### src/rtl/edge_reporter_if.sv
// edge_reporter_if: event record handshake between edge_reporter (master)
// and its consumer (slave).
//   event_data  : {polarity, timestamp}; polarity 1 = rising, 0 = falling
//   event_valid : head record present (FIFO non-empty)
//   event_ready : consumer accepts the head record this cycle
interface edge_reporter_if #(
    parameter int timestamp_width = 16
);
    logic [timestamp_width:0] event_data;
    logic                     event_valid;
    logic                     event_ready;

    modport master (
        output event_data,
        output event_valid,
        input  event_ready
    );

    modport slave (
        input  event_data,
        input  event_valid,
        output event_ready
    );
endinterface

### src/rtl/edge_reporter.sv
// edge_reporter: turns edges of a qualified (debounced) level into
// timestamped event records, buffered in a show-ahead FIFO.
//   clock, reset    : clock; asynchronous active-high reset
//   enable          : timestamp tick strobe
//   in, in_valid    : debounced level and its qualifier
//   level           : last accepted level
//   overflow        : sticky, set when a record is dropped on a full FIFO
//   clear_overflow  : clears overflow (a simultaneous drop wins)
//   evt_bus         : record handshake (data / valid / ready)
module edge_reporter #(
    parameter int timestamp_width = 16,
    parameter int depth           = 4
) (
    input  logic            clock,
    input  logic            reset,
    input  logic            enable,
    input  logic            in,
    input  logic            in_valid,
    output logic            level,
    output logic            overflow,
    input  logic            clear_overflow,
    edge_reporter_if.master evt_bus
);
    localparam int ptr_width   = (depth > 1) ? $clog2(depth) : 1;
    localparam int count_width = ptr_width + 1;

    logic                       armed_reg;
    logic                       level_reg;
    logic                       overflow_reg;
    logic [timestamp_width-1:0] ts_reg;
    logic [ptr_width-1:0]       wr_ptr_reg;
    logic [ptr_width-1:0]       rd_ptr_reg;
    logic [count_width-1:0]     count_reg;
    logic [timestamp_width:0]   mem [depth];

    logic push_req;
    logic pop;
    logic full;
    logic push_ok;
    logic drop;

    always_comb begin
        push_req = in_valid & armed_reg & (in != level_reg);
        pop      = (count_reg != '0) & evt_bus.event_ready;
        full     = (count_reg == count_width'(depth));
        // A pop in the same cycle frees the slot the push needs.
        push_ok  = push_req & (~full | pop);
        drop     = push_req & full & ~pop;
    end

    always_ff @(posedge clock or posedge reset) begin
        if (reset) begin
            armed_reg    <= 1'b0;
            level_reg    <= 1'b0;
            overflow_reg <= 1'b0;
            ts_reg       <= '0;
            wr_ptr_reg   <= '0;
            rd_ptr_reg   <= '0;
            count_reg    <= '0;
        end else begin
            if (enable) begin
                ts_reg <= ts_reg + timestamp_width'(1);
            end

            // First qualified sample only establishes the baseline level.
            if (in_valid) begin
                armed_reg <= 1'b1;
                level_reg <= in;
            end

            if (drop) begin
                overflow_reg <= 1'b1;
            end else if (clear_overflow) begin
                overflow_reg <= 1'b0;
            end

            if (push_ok) begin
                wr_ptr_reg <= wr_ptr_reg + ptr_width'(1);
            end
            if (pop) begin
                rd_ptr_reg <= rd_ptr_reg + ptr_width'(1);
            end

            unique case ({push_ok, pop})
                2'b10:   count_reg <= count_reg + count_width'(1);
                2'b01:   count_reg <= count_reg - count_width'(1);
                default: count_reg <= count_reg;
            endcase
        end
    end

    // Storage has no reset: contents are don't-care while unoccupied.
    always_ff @(posedge clock) begin
        if (push_ok) begin
            mem[wr_ptr_reg] <= {in, ts_reg};
        end
    end

    // Show-ahead: the head entry is always presented.
    assign evt_bus.event_data  = mem[rd_ptr_reg];
    assign evt_bus.event_valid = (count_reg != '0);
    assign level               = level_reg;
    assign overflow            = overflow_reg;
endmodule

### src/flat_wrapper.sv
// flat-port wrapper written by rule: the top's interface ports become plain ports
module edge_reporter_flat 
#(
    parameter int timestamp_width = 16,
    parameter int depth           = 4
)
  (clock, reset, enable, in, in_valid, level, overflow, clear_overflow, evt_bus_event_data, evt_bus_event_valid, evt_bus_event_ready);
  edge_reporter_if #(.timestamp_width(timestamp_width)) evt_bus_i ();
  input  logic clock;
  input  logic reset;
  input  logic enable;
  input  logic in;
  input  logic in_valid;
  output logic level;
  output logic overflow;
  input  logic clear_overflow;
  output wire logic [$bits(evt_bus_i.event_data)-1:0] evt_bus_event_data;
  output wire logic [$bits(evt_bus_i.event_valid)-1:0] evt_bus_event_valid;
  input wire logic [$bits(evt_bus_i.event_ready)-1:0] evt_bus_event_ready;
  assign evt_bus_event_data = evt_bus_i.event_data;
  assign evt_bus_event_valid = evt_bus_i.event_valid;
  assign evt_bus_i.event_ready = evt_bus_event_ready;
  edge_reporter #(.timestamp_width(timestamp_width), .depth(depth)) u_core (.clock(clock), .reset(reset), .enable(enable), .in(in), .in_valid(in_valid), .level(level), .overflow(overflow), .clear_overflow(clear_overflow), .evt_bus(evt_bus_i));
endmodule
### config.mk
export PLATFORM = sky130hd
export DESIGN_NAME = edge_reporter_flat
export DESIGN_NICKNAME = d
export VERILOG_FILES = /design/src/rtl/edge_reporter_if.sv /design/src/rtl/edge_reporter.sv /design/src/flat_wrapper.sv
export SDC_FILE = /design/constraint.sdc
export NUM_CORES = 1
export LEC_CHECK = 0
export CAP_MARGIN = 20
export CORE_ASPECT_RATIO = 0.8
export CORE_MARGIN = 2
export CORE_UTILIZATION = 58
export DETAILED_ROUTE_END_ITERATION = 6
export PLACE_DENSITY_LB_ADDON = 0.08
export SLEW_MARGIN = 30
export SYNTH_ARGS = -nofsm -noshare
export SYNTH_HDL_FRONTEND = slang
export SYNTH_SLANG_ARGS = --single-unit
### constraint.sdc
create_clock -name clock -period 1.98 [get_ports clock]
set_input_delay 0.495 -clock clock [delete_from_list [all_inputs] [get_ports clock]]
set_output_delay 0.495 -clock clock [all_outputs]
set_load 0.1 [all_outputs]
==> Word level (Yosys, flattened, before mapping) <==
Memories as Yosys holds them, arrays and structs flattened.
Cells that the tools add are included.
{ "op_classes": {"n_addsub": 5, "n_eq_ne": 4, "mux": 5, "bitwise": 9, "reduce_logical": 3} }
{ "ops": {"columns": ["operator", "count"], "rows": [
  ["$add A16 B1 Y16 const B", 1],
  ["$and A1 B1 Y1", 6],
  ["$pmux W3 S2", 1],
  ["$add A2 B1 Y2 const B", 2],
  ["$mux W1", 4],
  ["$reduce_bool A2 Y1", 2],
  ["$add A3 B1 Y3 const B", 1],
  ["$eq A3 B3 Y1 const B", 1],
  ["$reduce_bool A3 Y1", 1],
  ["$sub A3 B1 Y3 const B", 1],
  ["$eq A2 B1 Y1 const B", 1],
  ["$eq A2 B2 Y1 const B", 1],
  ["$not A1 Y1", 2],
  ["$ne A1 B1 Y1", 1],
  ["$or A1 B1 Y1", 1]
]} }
{ "totals": {"reg_bits": 26, "mem_bits_rw": 68, "in_bits": 7, "output_inout_bits": 20, "word_cells": 34, "memories": 1} }
{ "mem_list": {"columns": ["memory", "depth", "word_bits", "read_ports", "rd_ports_with_merged_regs", "wr", "line", "source"], "rows": [
  ["u_core.mem", 4, 17, 1, 0, 1, "edge_reporter.sv:34", "logic [timestamp_width:0] mem [depth];"]
]} }

==> Logic depth before layout (Yosys ltp) <==
{ "depth": {"ltp_word": 6, "ltp_mapped": 7, "depth_no_buf": 7} }

==> Least setup slack after synthesis <==
OpenSTA, ideal clock, no wires.
{ "synth_path": {"kind": "reg2reg", "from": "register u_core.level_reg, in the netlist u_core.level", "to": "memory u_core.mem[0][0] (netlist bit) (enable)", "setup_time_ns": 0.375, "arrival_ns": 2.079, "required_time_ns": 1.605, "setup_slack_ns": -0.474, "stages_incl_launch_ff": 4, "path_buffers": 0, "period_less_slack_ns": 2.454, "cell_sequence": "dfrtp_1 > xnor2_1 > nor3_4 > and2_1"} }
{ "synth_between": {"elab_chain_cells": 5} }
{ "synth_lines": {"columns": ["element", "line", "source"], "rows": [
  ["start: declaration", "edge_reporter.sv:28", "logic level_reg;"],
  ["start signal: assignment", "edge_reporter.sv:68", "level_reg <= in;"],
  ["$ne A1 B1 Y1", "edge_reporter.sv:43", "push_req = in_valid & armed_reg & (in != level_reg);"],
  ["$and A1 B1 Y1", "edge_reporter.sv:43", null],
  ["$and A1 B1 Y1", "edge_reporter.sv:47", "push_ok = push_req & (~full | pop);"],
  ["$mux W1", "edge_reporter.sv:94", "if (push_ok) begin"],
  ["$mux W1 (not written as such)", "edge_reporter.sv:95", "mem[wr_ptr_reg] <= {in, ts_reg};"],
  ["end: declaration", "edge_reporter.sv:34", null]
]} }
No other way between the ends.

==> Worst setup path after layout <==
{ "layout_path": {"from": "register u_core.rd_ptr_reg[0]", "to": "output evt_bus_event_data[0]"} }
{ "layout_between": {"elab_chain_cells": 1} }
{ "layout_lines": {"columns": ["element", "line", "source"], "rows": [
  ["start: declaration", "edge_reporter.sv:32", "logic [ptr_width-1:0] rd_ptr_reg;"],
  ["start signal: assignment", "edge_reporter.sv:81", "rd_ptr_reg <= rd_ptr_reg + ptr_width'(1);"],
  ["$mem_v2 Z4 W17", null, null],
  ["end: declaration", "flat_wrapper.sv:17", "output wire logic [$bits(evt_bus_i.event_data)-1:0] evt_bus_event_data;"]
]} }
No other way between the ends.

==> reports/summary.txt <==
========================================================================================================
Source of the worst register-to-register timing path ...................................... u_core.level
Post-DP HPWL ..............................................................................      4628 µm
Register-to-register path setup slack .....................................................      0.17 ns
Max-cap violation count ...................................................................            0
Summed instance area of the synthesized netlist ...........................................     3746 µm²
Tcrit/Tclk final ..........................................................................       110.8%
Final routed DRC violation total ..........................................................            0
Proportion of register bits with asynchronous set or reset after synthesis ................       27.66%
CORE AREA .................................................................................     6311 µm²
Flops & latches, synth ....................................................................           94
Net count after synthesis .................................................................          208
Net count, final ..........................................................................          264
Complex-gate fraction of the synthesized area .............................................       1.436%
Post-synthesis to final-layout area growth ................................................       26.62%
Dominant combinational cell family by area after synthesis ................................ multiplexers
Run status ................................................................................ finished, violations left
Worst-case clock skew .....................................................................   0.01271 ns
Post-CTS clock slew at the launch and capture registers of the worst setup and hold paths .      0.09 ns
Most common library cell in the layout ignoring fill and taps .............................     edfxtp_1
Fraction of synthesized area in multiplexers ..............................................       11.09%
Maximum fanout along the worst path .......................................................           12
Flip-flop count of the largest register after layout ......................................           68
Slew at the pin closest to its max-slew limit .............................................    0.3622 ns
Antenna Nets Post-Route ...................................................................            0
Port Buffer Count .........................................................................           26
Sink count of the clock tree ..............................................................           94
Number of antenna repair diodes ...........................................................            0
Flip-flop cell with the highest count after synthesis .....................................     edfxtp_1
Routability-driven placement congestion ratio .............................................       0.8141
Final Hold Viols ..........................................................................            0
Via count of the first global-routing pass ................................................         2053
Critical Path, Cell by Cell ............................................................... buf_12 > mux4_2 > buf_12
Register area share after synthesis .......................................................       71.88%
Maximum clock frequency ...................................................................    455.8 MHz
Most frequent cells in the layout ......................................................... edfxtp_1, buf_12, dfrtp_1
Number of pins exceeding their max-slew limit in the final report .........................            0
Post-synthesis instance total .............................................................          195
Crit start category .......................................................................    flip-flop
Slowest library cell on the worst path ....................................................       mux4_2
Initial standard-cell utilization of the core .............................................       59.36%
Post-synthesis average cell area ..........................................................    19.21 µm²
TritonCTS clock tree ......................................................................        built
Chip Width ................................................................................     93.85 µm
Setup WS post-layout ......................................................................   -0.2137 ns
Data required time of the critical path ...................................................      1.48 ns
Category of the critical setup timing path ................................................      reg2out
Worst-case setup slack after placement ....................................................   -0.4665 ns
Rel. slew slack ...........................................................................       75.85%
Number of violations reported at the end of detailed-routing iteration 0 ..................           93
Layout cell share with drive strength beyond 1 ............................................       38.67%
Ys Warns ..................................................................................            0
Endpoints failing setup ...................................................................           17
Total I/O pin count .......................................................................           27
Largest stage delay on the critical path ..................................................      0.55 ns
Mean number of vias per cell ..............................................................        5.659
Post-DR wirelength/cell ...................................................................     20.12 µm
Number of H-tree levels ...................................................................            3
Via count .................................................................................         1924
Total global routing track utilization ....................................................       21.74%
Simple-gate portion of the synthesized area ...............................................       7.014%
Total Neg Setup Slack .....................................................................    -3.424 ns
Drt first pass iters ......................................................................            7
CP startpoint ............................................................................. u_core.rd_ptr_reg[0]
Largest net degree at the start of global routing .........................................           25
Inserted Clock Buffers ....................................................................            9
Worst Setup End Kind ......................................................................  output port
Area enclosed by the die boundary .........................................................     7121 µm²
CTS root buf ..............................................................................     clkbuf_8
Worst Path Arrival ........................................................................      1.70 ns
Setup repair after global routing missed its margin .......................................         true
Post-synthesis share of cell area spent on xor and xnor gates .............................       4.910%
Global-route wire length before repair ....................................................     10810 µm
Worst min-delay path class ................................................................     in2async
Worst reg-to-reg path cell count ..........................................................            7
Critical path endpoint .................................................................... evt_bus_event_data[0]
Violations in the final reports ........................................................... setup timing
Quantity of hold-fixing buffers added after cts ...........................................            0
Clk buf depth .............................................................................            2
Number of library cell types mapped by synthesis ..........................................           38
Remaining global-route overflow ...........................................................            0
Number of antenna violations at the first check in global routing .........................            0
Post-Route WL .............................................................................      6841 µm
Insertion delay of the later-clocked pin in the worst-skew pair ...........................      0.37 ns
Adder and majority gate portion of the synthesized area ...................................       2.204%
Cell with the most instances on the worst path ............................................       buf_12
Chip Height ...............................................................................     75.88 µm
Endpoint of the worst register-to-register path ........................................... u_core.count_reg[2]
Number of enable flip-flop cells after synthesis ..........................................           68
Standard-cell row count ...................................................................           26
Post-route minimum period .................................................................     2.194 ns
========================================================================================================
stage by stage:
step	area (µm²)	utilization, %	instances	hold slack, ns
after floorplan	3774	-	195	0.4394
after global placement	4531	71.79	322	0.4571
after detailed placement	4531	71.79	322	0.4640
after CTS	4730	74.94	339	0.2940
after global routing	4743	75.16	340	0.2961
final	4743	75.16	340	0.2900
cell type report:
cell class	instances	area (µm²)
clock buffer	10	127.6
clock inverter	6	56.30
fill	380	1568
inverter	7	26.28
multi-input combinational	90	1032
sequential	94	2698
tap	84	105.1
timing repair buffer	49	698.2
cell families after synthesis:
logic type | Yosys count
simple gates | 36
mux | 20
xor+xnor | 21
fa+ha+maj | 6
compound gates | 7
flops | 94
buf+inv | 11
metal layers:
layer  global-route usage [%]  vias up  share of wire [%]
li1                         -      864                  -
met1                    24.97      996                 41
met2                    39.44       48                 54
met3                    6.726       16                3.4
met4                    7.890        0                2.3
met5                        0        -                  0
worst max-delay path, delay by kind of cell (launching register included):
kind,cells,cell delay [ns]
buffers and inverters,2,0.37
flip-flops,1,0.41
multiplexers,1,0.55
how the worst min path moves through the flow:
| stage | slack (ns) | depth (start not counted) | from | end |
|---|---|---|---|---|
| floorplan | 0.44 | 1 | u_core.armed_reg | u_core.armed_reg |
| global placement | 0.46 | 1 | u_core.armed_reg | u_core.armed_reg |
| detailed placement | 0.46 | 1 | u_core.armed_reg | u_core.armed_reg |
| CTS | 0.29 | 2 | reset | u_core.level |
| global route | 0.30 | 2 | reset | u_core.level |
| finish | 0.29 | 2 | reset | u_core.level |
cells in the mapped netlist (all sizes together) (2+ instances only):
| cell type | count | share of area (%) |
|---|---|---|
| inv | 7 | 0.70 |
| mux2 | 2 | 0.60 |
| buf | 4 | 0.77 |
| or2 | 2 | 0.40 |
| edfxtp | 68 | 55 |
| xnor2 | 15 | 3.5 |
| and3 | 2 | 0.33 |
| xor2 | 6 | 1.4 |
| nand2 | 8 | 1.0 |
| dfrtp | 26 | 17 |
| nor2 | 5 | 0.57 |
| nor3 | 2 | 0.57 |
| ha | 5 | 1.7 |
| and2 | 4 | 0.67 |
| nand4 | 7 | 1.5 |
| mux4 | 17 | 10 |
timing repair:
item                       4_1_cts  5_1_grt
resized for setup                4        2
buffers inserted                 1        1
setup endpoints to repair       18       19
pin swaps                        0        0
Power is left out: the tool's default activity adds up to more than one toggle a clock period on the data nets, which glitch-free logic cannot reach.
